File: src/rtl/seg_scan_pkg.sv
// Shared constants and types for the 7-segment scan receiver.
package seg_scan_pkg;

  localparam int unsigned NUM_DIGITS = 4;

  // Active-low segment patterns, bit6 = a ... bit0 = g
  localparam logic [6:0] SEG_0     = 7'b0000001;
  localparam logic [6:0] SEG_1     = 7'b1001111;
  localparam logic [6:0] SEG_2     = 7'b0010010;
  localparam logic [6:0] SEG_3     = 7'b0000110;
  localparam logic [6:0] SEG_4     = 7'b1001100;
  localparam logic [6:0] SEG_5     = 7'b0100100;
  localparam logic [6:0] SEG_6     = 7'b0100000;
  localparam logic [6:0] SEG_7     = 7'b0001111;
  localparam logic [6:0] SEG_8     = 7'b0000000;
  localparam logic [6:0] SEG_9     = 7'b0000100;
  localparam logic [6:0] SEG_A     = 7'b0001000;
  localparam logic [6:0] SEG_B     = 7'b1100000;
  localparam logic [6:0] SEG_C     = 7'b0110001;
  localparam logic [6:0] SEG_D     = 7'b1000010;
  localparam logic [6:0] SEG_E     = 7'b0110000;
  localparam logic [6:0] SEG_F     = 7'b0111000;
  localparam logic [6:0] SEG_BLANK = 7'b1111111;

  typedef enum logic [1:0] {
    ST_IDLE   = 2'd0,
    ST_SETTLE = 2'd1,
    ST_HELD   = 2'd2
  } state_t;

  function automatic logic one_cold(input logic [NUM_DIGITS-1:0] an_n);
    return ($countones(~an_n) == 1);
  endfunction

  function automatic logic [1:0] cold_idx(input logic [NUM_DIGITS-1:0] an_n);
    logic [1:0] idx;
    idx = '0;
    for (int unsigned i = 0; i < NUM_DIGITS; i++) begin
      if (!an_n[i]) idx = i[1:0];
    end
    return idx;
  endfunction

endpackage

File: src/rtl/seg7_decode.sv
// Combinational active-low 7-segment to hex decoder with blank detection.
module seg7_decode
  import seg_scan_pkg::*;
(
  input  logic [6:0] seg_n,
  output logic [3:0] value,
  output logic       match,
  output logic       blank
);

  always_comb begin
    value = '0;
    match = 1'b1;
    blank = 1'b0;
    case (seg_n)
      SEG_0: value = 4'h0;
      SEG_1: value = 4'h1;
      SEG_2: value = 4'h2;
      SEG_3: value = 4'h3;
      SEG_4: value = 4'h4;
      SEG_5: value = 4'h5;
      SEG_6: value = 4'h6;
      SEG_7: value = 4'h7;
      SEG_8: value = 4'h8;
      SEG_9: value = 4'h9;
      SEG_A: value = 4'hA;
      SEG_B: value = 4'hB;
      SEG_C: value = 4'hC;
      SEG_D: value = 4'hD;
      SEG_E: value = 4'hE;
      SEG_F: value = 4'hF;
      SEG_BLANK: begin
        match = 1'b0;
        blank = 1'b1;
      end
      default: match = 1'b0;
    endcase
  end

endmodule

File: src/rtl/seg_scan_rx.sv
// Receives a multiplexed 7-segment display scan and recovers per-digit hex values.
// Define SEG_SCAN_RX_ERRCNT_EN to add the saturating err_cnt output.
module seg_scan_rx
  import seg_scan_pkg::*;
#(
  parameter int unsigned STABLE_CYCLES = 4
) (
  input  logic        clk,
  input  logic        rst,
  input  logic [6:0]  seg_n,
  input  logic [3:0]  an_n,
  output logic [15:0] digit_val,
  output logic [3:0]  digit_ok,
  output logic        upd_valid,
  output logic [1:0]  upd_idx,
  output logic [3:0]  upd_val,
  output logic        err
`ifdef SEG_SCAN_RX_ERRCNT_EN
  ,
  output logic [7:0]  err_cnt
`endif
);

  localparam logic [7:0] CNT_LAST = 8'(STABLE_CYCLES - 1);

  logic [6:0] r_seg_s1, r_seg_s2, r_seg_p;
  logic [3:0] r_an_s1, r_an_s2, r_an_p;
  state_t     r_state;
  logic [7:0] r_cnt;

  logic       w_change;
  logic       w_onecold;
  logic [1:0] w_idx;
  logic       w_capture;
  logic [3:0] w_dec_val;
  logic       w_dec_match;
  logic       w_dec_blank;

  seg7_decode u_dec (
    .seg_n (r_seg_s2),
    .value (w_dec_val),
    .match (w_dec_match),
    .blank (w_dec_blank)
  );

  assign w_change  = ({r_seg_s2, r_an_s2} != {r_seg_p, r_an_p});
  assign w_onecold = one_cold(r_an_s2);
  assign w_idx     = cold_idx(r_an_s2);
  // The counter has already seen STABLE_CYCLES-1 stable samples; this one completes the episode.
  assign w_capture = (r_state == ST_SETTLE) && !w_change && (r_cnt == CNT_LAST);

  always_ff @(posedge clk or posedge rst) begin
    if (rst) begin
      r_seg_s1 <= '1;
      r_seg_s2 <= '1;
      r_seg_p  <= '1;
      r_an_s1  <= '1;
      r_an_s2  <= '1;
      r_an_p   <= '1;
      r_state  <= ST_IDLE;
      r_cnt    <= '0;
    end else begin
      r_seg_s1 <= seg_n;
      r_seg_s2 <= r_seg_s1;
      r_an_s1  <= an_n;
      r_an_s2  <= r_an_s1;
      r_seg_p  <= r_seg_s2;
      r_an_p   <= r_an_s2;
      if (w_change) begin
        r_cnt   <= '0;
        r_state <= w_onecold ? ST_SETTLE : ST_IDLE;
      end else if (w_capture) begin
        r_state <= ST_HELD;
      end else if (r_state == ST_SETTLE) begin
        r_cnt <= r_cnt + 8'd1;
      end
    end
  end

  always_ff @(posedge clk or posedge rst) begin
    if (rst) begin
      digit_val <= '0;
      digit_ok  <= '0;
      upd_valid <= 1'b0;
      upd_idx   <= '0;
      upd_val   <= '0;
      err       <= 1'b0;
    end else begin
      upd_valid <= 1'b0;
      err       <= 1'b0;
      if (w_capture) begin
        if (w_dec_match) begin
          digit_val[4*w_idx +: 4] <= w_dec_val;
          digit_ok[w_idx]         <= 1'b1;
          upd_valid               <= 1'b1;
          upd_idx                 <= w_idx;
          upd_val                 <= w_dec_val;
        end else begin
          digit_ok[w_idx] <= 1'b0;
          err             <= !w_dec_blank;
        end
      end
    end
  end

`ifdef SEG_SCAN_RX_ERRCNT_EN
  always_ff @(posedge clk or posedge rst) begin
    if (rst) begin
      err_cnt <= '0;
    end else if (err && (err_cnt != 8'hFF)) begin
      err_cnt <= err_cnt + 8'd1;
    end
  end
`endif

endmodule

File: config.mk
export PLATFORM = sky130hd
export DESIGN_NAME = seg_scan_rx
export DESIGN_NICKNAME = d
export VERILOG_FILES = /design/src/rtl/seg_scan_pkg.sv /design/src/rtl/seg7_decode.sv /design/src/rtl/seg_scan_rx.sv
export SDC_FILE = /design/constraint.sdc
export NUM_CORES = 1
export LEC_CHECK = 0
export ABC_CLOCK_PERIOD_IN_PS = 5980
export BUFFER_PORTS_ARGS = -buffer_cell sky130_fd_sc_hd__buf_2
export CAP_MARGIN = 10
export CORE_MARGIN = 1.5
export CORE_UTILIZATION = 60
export DETAILED_ROUTE_END_ITERATION = 10
export PLACE_DENSITY = 0.93
export SYNTH_ARGS = -nofsm -noshare
export SYNTH_HDL_FRONTEND = slang
export SYNTH_SLANG_ARGS = --single-unit
File: constraint.sdc
create_clock -name clk -period 5.98 [get_ports clk]
set_input_delay 1.196 -clock clk [delete_from_list [all_inputs] [get_ports clk]]
set_output_delay 1.196 -clock clk [all_outputs]
set_load 0.01 [all_outputs]
==> results of run 1 <==
-- metrics by stage --
stage | cells | utilization | total power, mW | worst slack (ns) | cell area, um^2
after floorplan | 253 | - | 0.567 | 3.04 | 3200
after global placement | 352 | 0.667 | 0.577 | 3.39 | 3400
after detailed placement | 352 | 0.667 | 0.581 | 3.25 | 3400
after CTS | 368 | 0.704 | 0.939 | 3.23 | 3600
after global routing | 368 | 0.704 | 0.971 | 3.05 | 3600
final | 368 | 0.704 | 0.931 | 3.21 | 3600
-- sequential cells by signal, summed over array words and instances, names as in the netlist, named ones only --
register / flops
r_an_s2: 4
r_seg_s1: 7
digit_val: 16
r_state: 2
err: 1
upd_idx: 2
r_an_s1: 4
r_cnt: 8
upd_valid: 1
r_an_p: 4
upd_val: 4
r_seg_s2: 7
r_seg_p: 7
-- how the worst max path moves through the flow --
stage,end,slack (ns),depth (start not counted)
after floorplan,asynchronous set/reset pin,3.04,1
after global placement,digit_val[1],3.39,5
after detailed placement,upd_idx[0],3.25,5
after CTS,upd_idx[0],3.23,5
after global routing,upd_idx[0],3.05,5
final,upd_idx[0],3.21,5
-- routing by layer --
metal,GRT usage,vias to the layer above
met5,0,-
met4,0.111,0
met3,0.0850,19
met2,0.392,58
met1,0.295,1075
li1,-,986
-- report_power, final --
| group | total, mW | switching [mW] | leakage (nW) | internal (mW) |
|---|---|---|---|---|
| registers | 0.521 | 0.0187 | 0.877 | 0.502 |
| logic | 0.0522 | 0.0318 | 0.673 | 0.0204 |
| clock network | 0.358 | 0.180 | 0.0950 | 0.178 |
| total | 0.931 | 0.231 | 1.65 | 0.700 |
-- worst max-delay path, stage by stage, from the launching register on --
cell and delay (ns):
dfstp_2 0.70, xor2_1 0.14, nor4_2 0.56, nand4_1 0.47
a31oi_4 0.40, mux2_2 0.37
-- kinds of logic after synthesis --
logic type | Yosys count | synth area share
flops | 71 | 0.569
buf+inv | 27 | 0.0450
fa+ha+maj | 4 | 0.0180
xor+xnor | 18 | 0.0493
simple gates | 74 | 0.146
mux | 16 | 0.0556
compound gates | 43 | 0.117
-- area by class of cell --
type                       count  area [um^2]  share of cell area
inverter                      15         56.3              0.0157
clock buffer                  11          153              0.0424
clock inverter                 5         38.8              0.0108
timing repair buffer          41          208              0.0578
sequential                    71         1820               0.506
multi-input combinational    155         1230               0.343
tap                           70         87.6              0.0244
-- Yosys cell counts, types with 3 or more instances --
cell | number | area, um^2
nand4_1 | 3 | 18.8
nor3_1 | 8 | 40.0
nand2_1 | 8 | 30.0
xor2_1 | 16 | 140
dfstp_2 | 33 | 867
or3_1 | 3 | 18.8
dfrtp_1 | 38 | 951
ha_1 | 3 | 37.5
inv_1 | 15 | 56.3
mux2_2 | 14 | 158
a21o_1 | 3 | 22.5
and2_1 | 5 | 31.3
nor2_1 | 14 | 52.6
o2bb2ai_1 | 3 | 26.3
nand3_1 | 9 | 45.0
o21ai_0 | 10 | 50.1
buf_4 | 5 | 37.5
==> summary by stage, run 1 <==
Synth
The synthesized netlist net count is 270. Yosys mapped a number of flops with a built-in enable equal to 0. The average cell area after synthesis is 12.6 um^2. The top flip-flop cell by instance count after synthesis is dfrtp_1. The number of distinct library cells after synthesis is 63.

After technology mapping, the gate count stands at between 200 and 300. The part of the Yosys area used for sequential elements is 0.569. The total number of yosys warnings is 0. Of all flip-flops after synthesis, the portion carrying an async set or reset was 1.00. The synthesized area is between 3000 and 4000 um^2. Counting flops and latches in the post-synthesis netlist gives just over 70.

Worst hold path
The critical hold path startpoint is r_seg_s1[4]. The capture endpoint of the worst hold path is r_seg_s2[4]. The min-delay analysis places its worst path in the category reg2reg. The worst hold path passes through 0 cells.

Detailed routing
For this block, the via count after detailed routing is ~2100. The iteration-0 DRC count of the detailed router is 171. Using the TritonRoute via totals, the vias-per-cell ratio works out to 5.81. The number of detailed-routing iterations run before antenna repair is 4. The length of routed wiring on met1 is between 2000 and 3000 um. The routed design uses around 3200 um of met2 wire. The remaining number of nets flagged by the antenna check after routing is 0. The uppermost signal routing layer after detailed routing is met4. The total wire length is roughly 6200 um. The wire length per cell after detailed routing is between 15 and 20 um. The routed length on met3 is approximately 340 um. After detailed routing, the number of remaining DRC violations is 0.

Layout
The leading cell type in the layout, fill and taps excluded is buf_2. The final net count is a little over 300. The share of layout cells above drive strength 1 is 0.409.

The number of antenna diodes in the final layout is 0. The library cells used most frequently in the layout, excluding fill and tap cells, are buf_2 (40), dfrtp_1 (38), dfstp_2 (33), xor2_1 (16). The layout overhead on the synthesized area is 12.5%.

After filler insertion, the fill cell instance count of the layout stands at roughly 350.

STA
The final setup violation count is 0. The final worst hold slack is about 0.35 ns. In the finished design, the share of the clock period the worst path needs comes to 0.463. The routed design could run at a clock period as short as between 2 and 3 ns.

The transition time at the pin with the least slew margin is about 0.84 ns. The total count of max-transition violations in the final report is 0. Setup repair after global routing left no endpoint under its margin. Static timing analysis puts the maximum clock frequency at between 300 and 400 MHz.

The number of hold violations in the final report was 0. Measured against its own limit, the worst slew margin works out to 0.443. The maximum clock skew at final layout is 0.00945 ns. The final sum of negative setup slack is 0 ns.

CTS
The clock net in this run drives a total of ~70 sinks. The root buffer selected by CTS is clkbuf_8. The clock transition at the register clock pins on the worst setup and hold paths after CTS is around 0.08 ns. Post-CTS repair changed the size of 0 cells.

The clock tree from TritonCTS is built. The maximum buffer depth of the clock tree is 2. In this run the post-CTS setup repair buffer count came out at 0.

The number of buffers created by CTS is 9. The latest clock arrival within the worst-skew pair is approximately 0.35 ns. The cts-stage hold buffer count is 0. The deepest level of the CTS H-tree is 3.

GRT
The number of antenna violations at the first check in global routing is 0. The global-route wire length before repair is 10700 um. In the global route stage, overall resource usage came out at 0.243. The via count of the first global-routing pass is about 2200. The maximum number of pins on one net before global-route repair is 72.

Summed over all layers, the global routing overflow is 0.

Critical path
The critical path starts at r_seg_s2[1]. The setup slack on the worst flop-to-flop path is around 3.2 ns. By startpoint and endpoint, the worst setup path is classified as reg2reg. STA classifies the critical path startpoint as a flip-flop. The element type at the critical path end is a flip-flop. The largest fanout of any net on the critical path is 15. For the worst setup path, the data required time is a little over 6 ns. The number of cell instances on the worst register-to-register path is 5. The endpoint of the most critical register-to-register path is upd_idx[0]. The arrival time of data at the critical path endpoint is roughly 3.0 ns. The startpoint of the most critical register-to-register path is r_seg_s2[1].

Floorplanning
In this run the vertical extent of the chip is between 70 and 80 um. approximately 40 I/O pins were placed. The effective utilization at floorplan is 0.626. In this run the core area contains 26 standard-cell rows. The die covers 5780 um^2. The area of the placeable core is slightly above 5000 um^2. The die is between 70 and 80 um wide.

Power and ir drop
The static leakage power is about 1.6 nW. The peak supply drop is approximately 0.24 mV. Power spread over the standard cell area amounts to roughly 260 nW/um^2.

Outcome
The flow ran to the end, and the final reports show no timing, DRC or antenna violations.

Placement
The detailed placer's ending HPWL is roughly 4200 um. In this run the tool buffered the top-level ports with 40 buffer cells. Routability-driven placement finished with a final weighted congestion of around 0.83.

Flow run
The tool flagged a number of max-cap violations equal to 0.
Note: power is estimated with default switching activity, not from simulation.
==> run 2: changes to the inputs <==
--- a/config.mk
+++ b/config.mk
@@ -5,13 +5,13 @@
 export SDC_FILE = /design/constraint.sdc
 export NUM_CORES = 1
 export LEC_CHECK = 0
-export ABC_CLOCK_PERIOD_IN_PS = 5980
+export ABC_CLOCK_PERIOD_IN_PS = 2200
 export BUFFER_PORTS_ARGS = -buffer_cell sky130_fd_sc_hd__buf_2
 export CAP_MARGIN = 10
 export CORE_MARGIN = 1.5
-export CORE_UTILIZATION = 60
+export CORE_UTILIZATION = 52
 export DETAILED_ROUTE_END_ITERATION = 10
-export PLACE_DENSITY = 0.93
+export PLACE_DENSITY = 0.87
 export SYNTH_ARGS = -nofsm -noshare
 export SYNTH_HDL_FRONTEND = slang
 export SYNTH_SLANG_ARGS = --single-unit
==> constraint.sdc (replaced) <==
create_clock -name clk -period 2.2 [get_ports clk]
set_input_delay 0.44 -clock clk [delete_from_list [all_inputs] [get_ports clk]]
set_output_delay 0.44 -clock clk [all_outputs]
set_load 0.01 [all_outputs]
==> run 2 against run 1 <==
Compared with the run above:
- the flow now finishes with violations (negative setup slack)
- core utilization up 2.1 points
- clock skew about the same
- clock power rose to 3.4 times the previous value
- total power rose to 3.0 times the previous value
- largest cell class unchanged
- sequential share of layout area down 8.2 points
- via count up 21%
- global-route usage up 2.3 points
- count of clock-buffer cells in the layout down 1
- die area up 15%
==> summary by stage, run 2 (synthesis gave the netlist of run 1 again) <==
Layout
The share of layout cells above drive strength 1 was 0.551 (+0.141). The library cells used most frequently in the layout, excluding fill and tap cells, are buf_4 (46), buf_2 (40), dfrtp_1 (38), dfstp_2 (33), xor2_1 (16). The largest register by flop count is digit_val.

The number of antenna repair diodes was 0 (unchanged). The final instance count without filler cells came to 429 (+17%). The leading cell type in the layout, fill and taps excluded is buf_4. The layout overhead on the synthesized area is 34.3%.

The number of flip-flops under the largest register name came to 16 (unchanged). The final net count was 366 (+18%). The count of fill cells added during filler insertion is 371 (+6.9%). The area of all placed cells without fillers is 4290 um^2 (+19%). The largest registers in the layout are digit_val x16, r_cnt x8.

Power and ir drop
The power density of the placed cells came to 661 nW/um^2 (+160%). The static leakage power is 2.02 nW (+23%). The power after layout is 2.84 mW (+200%). The peak supply drop is 0.582 mV (+140%).

Floorplanning
The effective utilization at floorplan was 0.540 (-0.0860). The height of the die was 81.4 um (+7.1%). The die area came to 6630 um^2 (+15%). The boundary pin count is 41 (unchanged). The row count is 28 (+7.7%). The area of the placeable core is 5920 um^2 (+16%).

The horizontal die dimension was 81.4 um (+7.1%).

STA
The maximum clock skew at final layout is 0.00895 ns (-0.000495 ns). Setup repair after global routing could not meet its margin everywhere. The final period demand of the worst path is 2.48 ns (-0.291 ns). The number of hold violations in the final report was 0 (unchanged). The maximum achievable frequency is 404 MHz (+12%). The share of the cycle needed by the critical path after routing is 1.13 (+0.663). The minimum setup slack in the final design came to -0.277 ns (-3.49 ns).

The final worst hold slack is 0.151 ns (-0.200 ns). The final setup violation count came to 28 (+28). The total count of max-transition violations in the final report is 0 (unchanged). The transition time at the pin with the least slew margin came to 0.601 ns (-0.235 ns). The worst-case headroom to the max-slew limit is 0.599 (+0.156).

Outcome
The final reports fail on negative setup slack. The flow ran to the end, but the final reports show violations.

Critical path
STA classifies the critical path endpoint as a flip-flop. The setup slack on the worst flop-to-flop path is -0.28 ns (-3.49 ns). The worst register-to-register path begins at r_cnt[7].

The worst register-to-register path ends at digit_val[1]. The largest fanout of any net on the critical path was 6 (-9). The number of cell instances on the worst register-to-register path is 5 (unchanged).

The critical path startpoint is r_cnt[7]. The required arrival time at the worst endpoint is 2.44 ns (-3.77 ns). The worst setup path is of the reg2reg kind. The arrival time of data at the critical path endpoint was 2.72 ns (-0.28 ns). The element type at the critical path start is a flip-flop.

GRT
The number of antenna violations at the first check in global routing was 0 (unchanged). The global route total overflow was 0 (unchanged). The via count of the first global-routing pass was 2535 (+16%). The global-route wire length before repair is 12700 um (+18%).

The maximum number of pins on one net before global-route repair was 28 (-61%). The total routing usage reported by global routing is 0.266 (+0.0235).

CTS
The deepest level of the CTS H-tree was 3 (unchanged). The clock transition at the register clock pins on the worst setup and hold paths after CTS came to 0.08 ns (about the same). The maximum buffer depth of the clock tree is 2 (unchanged). TritonCTS built the clock tree. The cts-stage hold buffer count was 0 (unchanged).

The latest clock arrival within the worst-skew pair is 0.36 ns (about the same). The root buffer cell chosen for the clock tree is clkbuf_8. The number of buffers created by CTS is 9 (unchanged). The TritonCTS sink count is 71 (unchanged).

Detailed routing
The number of detailed-routing iterations run before antenna repair is 5 (+1). The remaining number of nets flagged by the antenna check after routing is 0 (unchanged). The wire length per cell after detailed routing is 19.6 um (+16%). The total wire length is 8420 um (+35%). The via count of the routed design is 2583 (+21%). The detailed-route vias per instance was 6.02 (+3.6%). The number of remaining DRC errors is 0 (unchanged).

The iteration-0 DRC count of the detailed router is 165 (-3.5%).

Placement
The setup slack at placement was -0.186 ns (-3.44 ns). The number of buffer cells added on primary ports is 40 (unchanged). The routability-driven placement congestion ratio is 0.826 (about the same). The number of placed instances, taps included is 398 (+13%).

The instance area after placement is 3780 um^2 (+11%). The detailed placer's ending HPWL is 4870 um (+15%).

Worst hold path
The worst hold-check path type is in2async.

Flow run
The number of violations of the max-capacitance limit came to 0 (unchanged).
run 2: changes by cell type in the layout (fill, tap and decap cells not counted), sizes merged:
cell / previous run / this run
clkinvlp: 1 / 0
bufinv: 0 / 2
inv: 16 / 18
clkinv: 3 / 1
clkbuf: 11 / 10
buf: 41 / 97
run 2: per-stage QoR:
step / setup TNS [ns] / util
final: -3.45 / 0.725
after global placement: -0.408 / 0.638
after global routing: -5.06 / 0.725
after floorplan: -0.407 / -
after detailed placement: -1.22 / 0.638
after CTS: -1.15 / 0.704
run 2: area by class of cell:
cell class / instances / area [um^2] / share of cell area
clock buffer: 10 / 138 / 0.0321
clock inverter: 6 / 90.1 / 0.0210
tap: 75 / 93.8 / 0.0219
sequential: 71 / 1820 / 0.423
inverter: 15 / 56.3 / 0.0131
multi-input combinational: 155 / 1400 / 0.325
timing repair buffer: 97 / 703 / 0.164
run 2: critical path, cell delays in order (launching register included):
cell and delay, ns:
dfrtp_1 0.40, or4_4 0.57, nor4_4 0.28, nand4_4 0.25
a311oi_2 0.47, mux2_2 0.39
run 2: repair_timing:
| item | 4_1_cts | 5_1_grt |
|---|---|---|
| setup buffers | 8 | 9 |
| resized for setup | 18 | 21 |
| pin swaps | 6 | 6 |
| endpoints found under the setup margin | 20 | 30 |
| gates cloned | 1 | 0 |
run 2: how the worst max path moves through the flow:
| stage | endpoint | slack (ns) |
|---|---|---|
| floorplan | digit_val[4] | -0.06 |
| global placement | digit_val[1] | -0.08 |
| detailed placement | digit_val[1] | -0.19 |
| CTS | digit_val[1] | -0.12 |
| global route | digit_val[1] | -0.34 |
| finish | digit_val[1] | -0.28 |
run 2: metal layers:
metal	share of wire	GRT usage
met1	0.38	0.327
met2	0.50	0.411
met3	0.071	0.0933
met4	0.045	0.141
met5	0	0
run 2: where the power goes:
group	internal [mW]	total [mW]	switching, mW
Clock	0.676	1.20	0.520
Sequential	1.36	1.39	0.0301
Combinational	0.106	0.248	0.142
==> run 3: changes to the inputs <==
--- a/config.mk
+++ b/config.mk
@@ -12,6 +12,7 @@
 export CORE_UTILIZATION = 52
 export DETAILED_ROUTE_END_ITERATION = 10
 export PLACE_DENSITY = 0.87
+export RECOVER_POWER = 50
 export SYNTH_ARGS = -nofsm -noshare
 export SYNTH_HDL_FRONTEND = slang
 export SYNTH_SLANG_ARGS = --single-unit
==> run 3 against run 2 <==
Compared with the run above:
- the run still ends with negative setup slack left
- register-to-register slack barely moved
- count of clock-buffer cells in the layout did not move
- non-clock buffer count did not move
- routed wire length barely moved
- sequential power barely moved
- core utilization fell by 0.063 points
- maximum frequency barely moved
- combinational power barely moved
- global-route usage did not move
- first-iteration DRC count rose by 34%
- largest cell class unchanged
==> summary by stage, run 3 (synthesis gave the netlist of run 1 again) <==
Worst hold path
The tightest min-delay check is of the in2reg type.

GRT
The total routing usage reported by global routing came to 0.266 (unchanged). The number of antenna violations at the first check in global routing came to 0 (unchanged). The global-route wire length before repair came to 12700 um (unchanged). The via count of the first global-routing pass is 2535 (unchanged). The global route total overflow came to 0 (unchanged). The maximum number of pins on one net before global-route repair was 28 (unchanged).

CTS
The latest clock arrival within the worst-skew pair is 0.36 ns (about the same). The tree is rooted in a clkbuf_8. The number of buffers created by CTS is 9 (unchanged). The maximum buffer depth of the clock tree is 2 (unchanged). The TritonCTS sink count is 71 (unchanged). The deepest level of the CTS H-tree is 3 (unchanged). The clock transition at the register clock pins on the worst setup and hold paths after CTS was 0.08 ns (about the same). TritonCTS built the clock tree.

STA
The final period demand of the worst path is 2.48 ns (+0.00153 ns). The number of hold violations in the final report was 0 (unchanged). The share of the cycle needed by the critical path after routing is 1.13 (about the same). The maximum clock skew at final layout is 0.00870 ns (-0.000257 ns). The minimum setup slack in the final design is -0.279 ns (-0.00153 ns). The final setup violation count came to 27 (-3.6%). The transition time at the pin with the least slew margin came to 1.09 ns (+0.486 ns).

Setup repair after global routing could not meet its margin everywhere. The worst-case headroom to the max-slew limit was 0.275 (-0.324). The maximum achievable frequency is 403 MHz (about the same). The total count of max-transition violations in the final report came to 0 (unchanged).

Floorplanning
The row count was 28 (unchanged). The die area was 6630 um^2 (unchanged). The horizontal die dimension is 81.4 um (unchanged). The boundary pin count is 41 (unchanged). The effective utilization at floorplan came to 0.540 (unchanged). The area of the placeable core came to 5920 um^2 (unchanged).

The height of the die is 81.4 um (unchanged).

Placement
The detailed placer's ending HPWL is 4870 um (unchanged). The number of buffer cells added on primary ports is 40 (unchanged). The routability-driven placement congestion ratio is 0.826 (unchanged). The instance area after placement was 3780 um^2 (unchanged). The number of placed instances, taps included was 398 (unchanged).

Detailed routing
The detailed router used layers up to and including met4. The via count of the routed design is 2564 (-0.74%). The routed length on met3 is 621 um (+3.3%). The number of detailed-routing iterations run before antenna repair was 5 (unchanged). The total wire length is 8420 um (about the same). The met2 wire length is 4230 um (about the same). The remaining number of nets flagged by the antenna check after routing is 0 (unchanged). The number of remaining DRC errors came to 0 (unchanged).

The iteration-0 DRC count of the detailed router came to 221 (+34%). The length of routed wiring on met1 is 3180 um (-1.2%). The detailed-route vias per instance is 5.98 (-0.74%). The wire length per cell after detailed routing is 19.6 um (about the same).

Layout
The post-layout utilization of the core was 0.725 (about the same). The final instance count without filler cells is 429 (unchanged). In the layout the commonest cells are buf_4 (45), buf_2 (40), dfrtp_1 (38), dfstp_2 (30), xor2_1 (16). The layout overhead on the synthesized area is 34.2% (about the same). Ranked by flip-flop count, first place goes to digit_val.

The number of antenna repair diodes is 0 (unchanged). The leading cell type in the layout, fill and taps excluded is buf_4. The area of all placed cells without fillers is 4290 um^2 (about the same). The final net count is 366 (unchanged). In the final layout, the registers with the most flip-flops are digit_val x16, r_cnt x8. The count of fill cells added during filler insertion came to 370 (-0.27%). The share of layout cells above drive strength 1 is 0.537 (-0.0141). The number of flip-flops under the largest register name is 16 (unchanged).

Power and ir drop
The relative contribution of the clock network to total power is 0.421 (about the same). The combinational share of power is 0.087 (about the same). The static leakage power is 2.02 nW (-0.21%). The sequential share of power is 0.492 (about the same). The power after layout was 2.83 mW (-0.18%).

The peak supply drop was 0.582 mV (about the same). The switching share of total power is 0.243 (-0.000604). The internal power consumption is 2.14 mW (about the same).

The total net switching power is 0.689 mW (-0.43%). The power density of the placed cells is 660 nW/um^2 (about the same).

Outcome
The final reports fail on negative setup slack. The run finished, with violations left.

Critical path
The element type at the critical path end is a flip-flop. The largest fanout of any net on the critical path came to 6 (unchanged). The setup path with the least slack is of type reg2reg. Traced cell by cell, the critical path runs through or4_4, nor4_4, nand4_4, a311oi_2, mux2_2. The required arrival time at the worst endpoint is 2.45 ns (about the same). The slowest library cell on the worst path is or4_4. STA classifies the critical path startpoint as a flip-flop. In this design, the largest share of critical-path delay is due to simple AND/OR/NAND/NOR gates.

The sum of buffers and inverters on the critical path came to 0 (unchanged). The maximum single-stage delay on the critical path is 0.57 ns (about the same). The arrival time of data at the critical path endpoint is 2.73 ns (about the same).

Flow run
The number of violations of the max-capacitance limit came to 0 (unchanged).
[run 3: cell types whose count changed in the layout (fill, tap and decap cells not counted)]
| cell | before | now |
|---|---|---|
| inv_2 | 1 | 0 |
| dfstp_1 | 0 | 3 |
| dfstp_2 | 33 | 30 |
| buf_4 | 46 | 45 |
| clkbuf_1 | 0 | 1 |
| inv_1 | 14 | 15 |
[run 3: cell type report]
cell class                      instances  area [um^2]  area share
Clock buffer                           10          138      0.0321
Clock inverter                          6         90.1      0.0210
Inverter                               15         56.3      0.0131
Multi-Input combinational cell        155         1400       0.325
Sequential cell                        71         1820       0.424
Tap cell                               75         93.8      0.0219
Timing Repair Buffer                   97          699       0.163
[run 3: path summary, 6_finish.rpt]
check	from	to	slack, ns	cells after the start
setup / recovery	r_cnt[7]	digit_val[12]	-0.28	5
hold / removal	seg_n[4]	r_seg_s1[4]	0.18	1
setup reg to reg	r_cnt[7]	digit_val[12]	-0.28	5
hold reg to reg	r_seg_s1[6]	r_seg_s2[6]	0.36	0
max in group asynchronous	rst	upd_valid	0.98	3
min in group asynchronous	rst	digit_val[8]	0.35	2
[run 3: power groups by stage]
| stage | clock [mW] | sequential, mW | combinational (mW) |
|---|---|---|---|
| global placement | 0 | 1.41 | 0.199 |
| CTS | 1.20 | 1.39 | 0.226 |
| floorplan | 0 | 1.40 | 0.145 |
| global route | 1.27 | 1.40 | 0.268 |
| finish | 1.19 | 1.39 | 0.247 |
| detailed placement | 0 | 1.42 | 0.208 |
[run 3: stage by stage]
stage | hold slack [ns] | worst slack [ns] | setup TNS [ns]
finish | 0.176 | -0.279 | -3.42
global route | 0.150 | -0.336 | -5.07
CTS | 0.161 | -0.118 | -1.15
detailed placement | 0.347 | -0.186 | -1.22
global placement | 0.346 | -0.0774 | -0.408
floorplan | 0.345 | -0.0636 | -0.407
[run 3: per-layer routing]
metal | track usage | vias to the layer above
met4 | 0.141 | 0
li1 | - | 1101
met5 | 0 | -
met3 | 0.0933 | 51
met1 | 0.327 | 1264
met2 | 0.411 | 148
[run 3: timing repair]
item | 4_1_cts | 5_1_grt
cloned | 1 | 0
setup endpoints to repair | 20 | 30
gates resized for setup | 18 | 21
hold buffers | 0 | 0
setup buffers | 8 | 9
pin swaps | 6 | 6
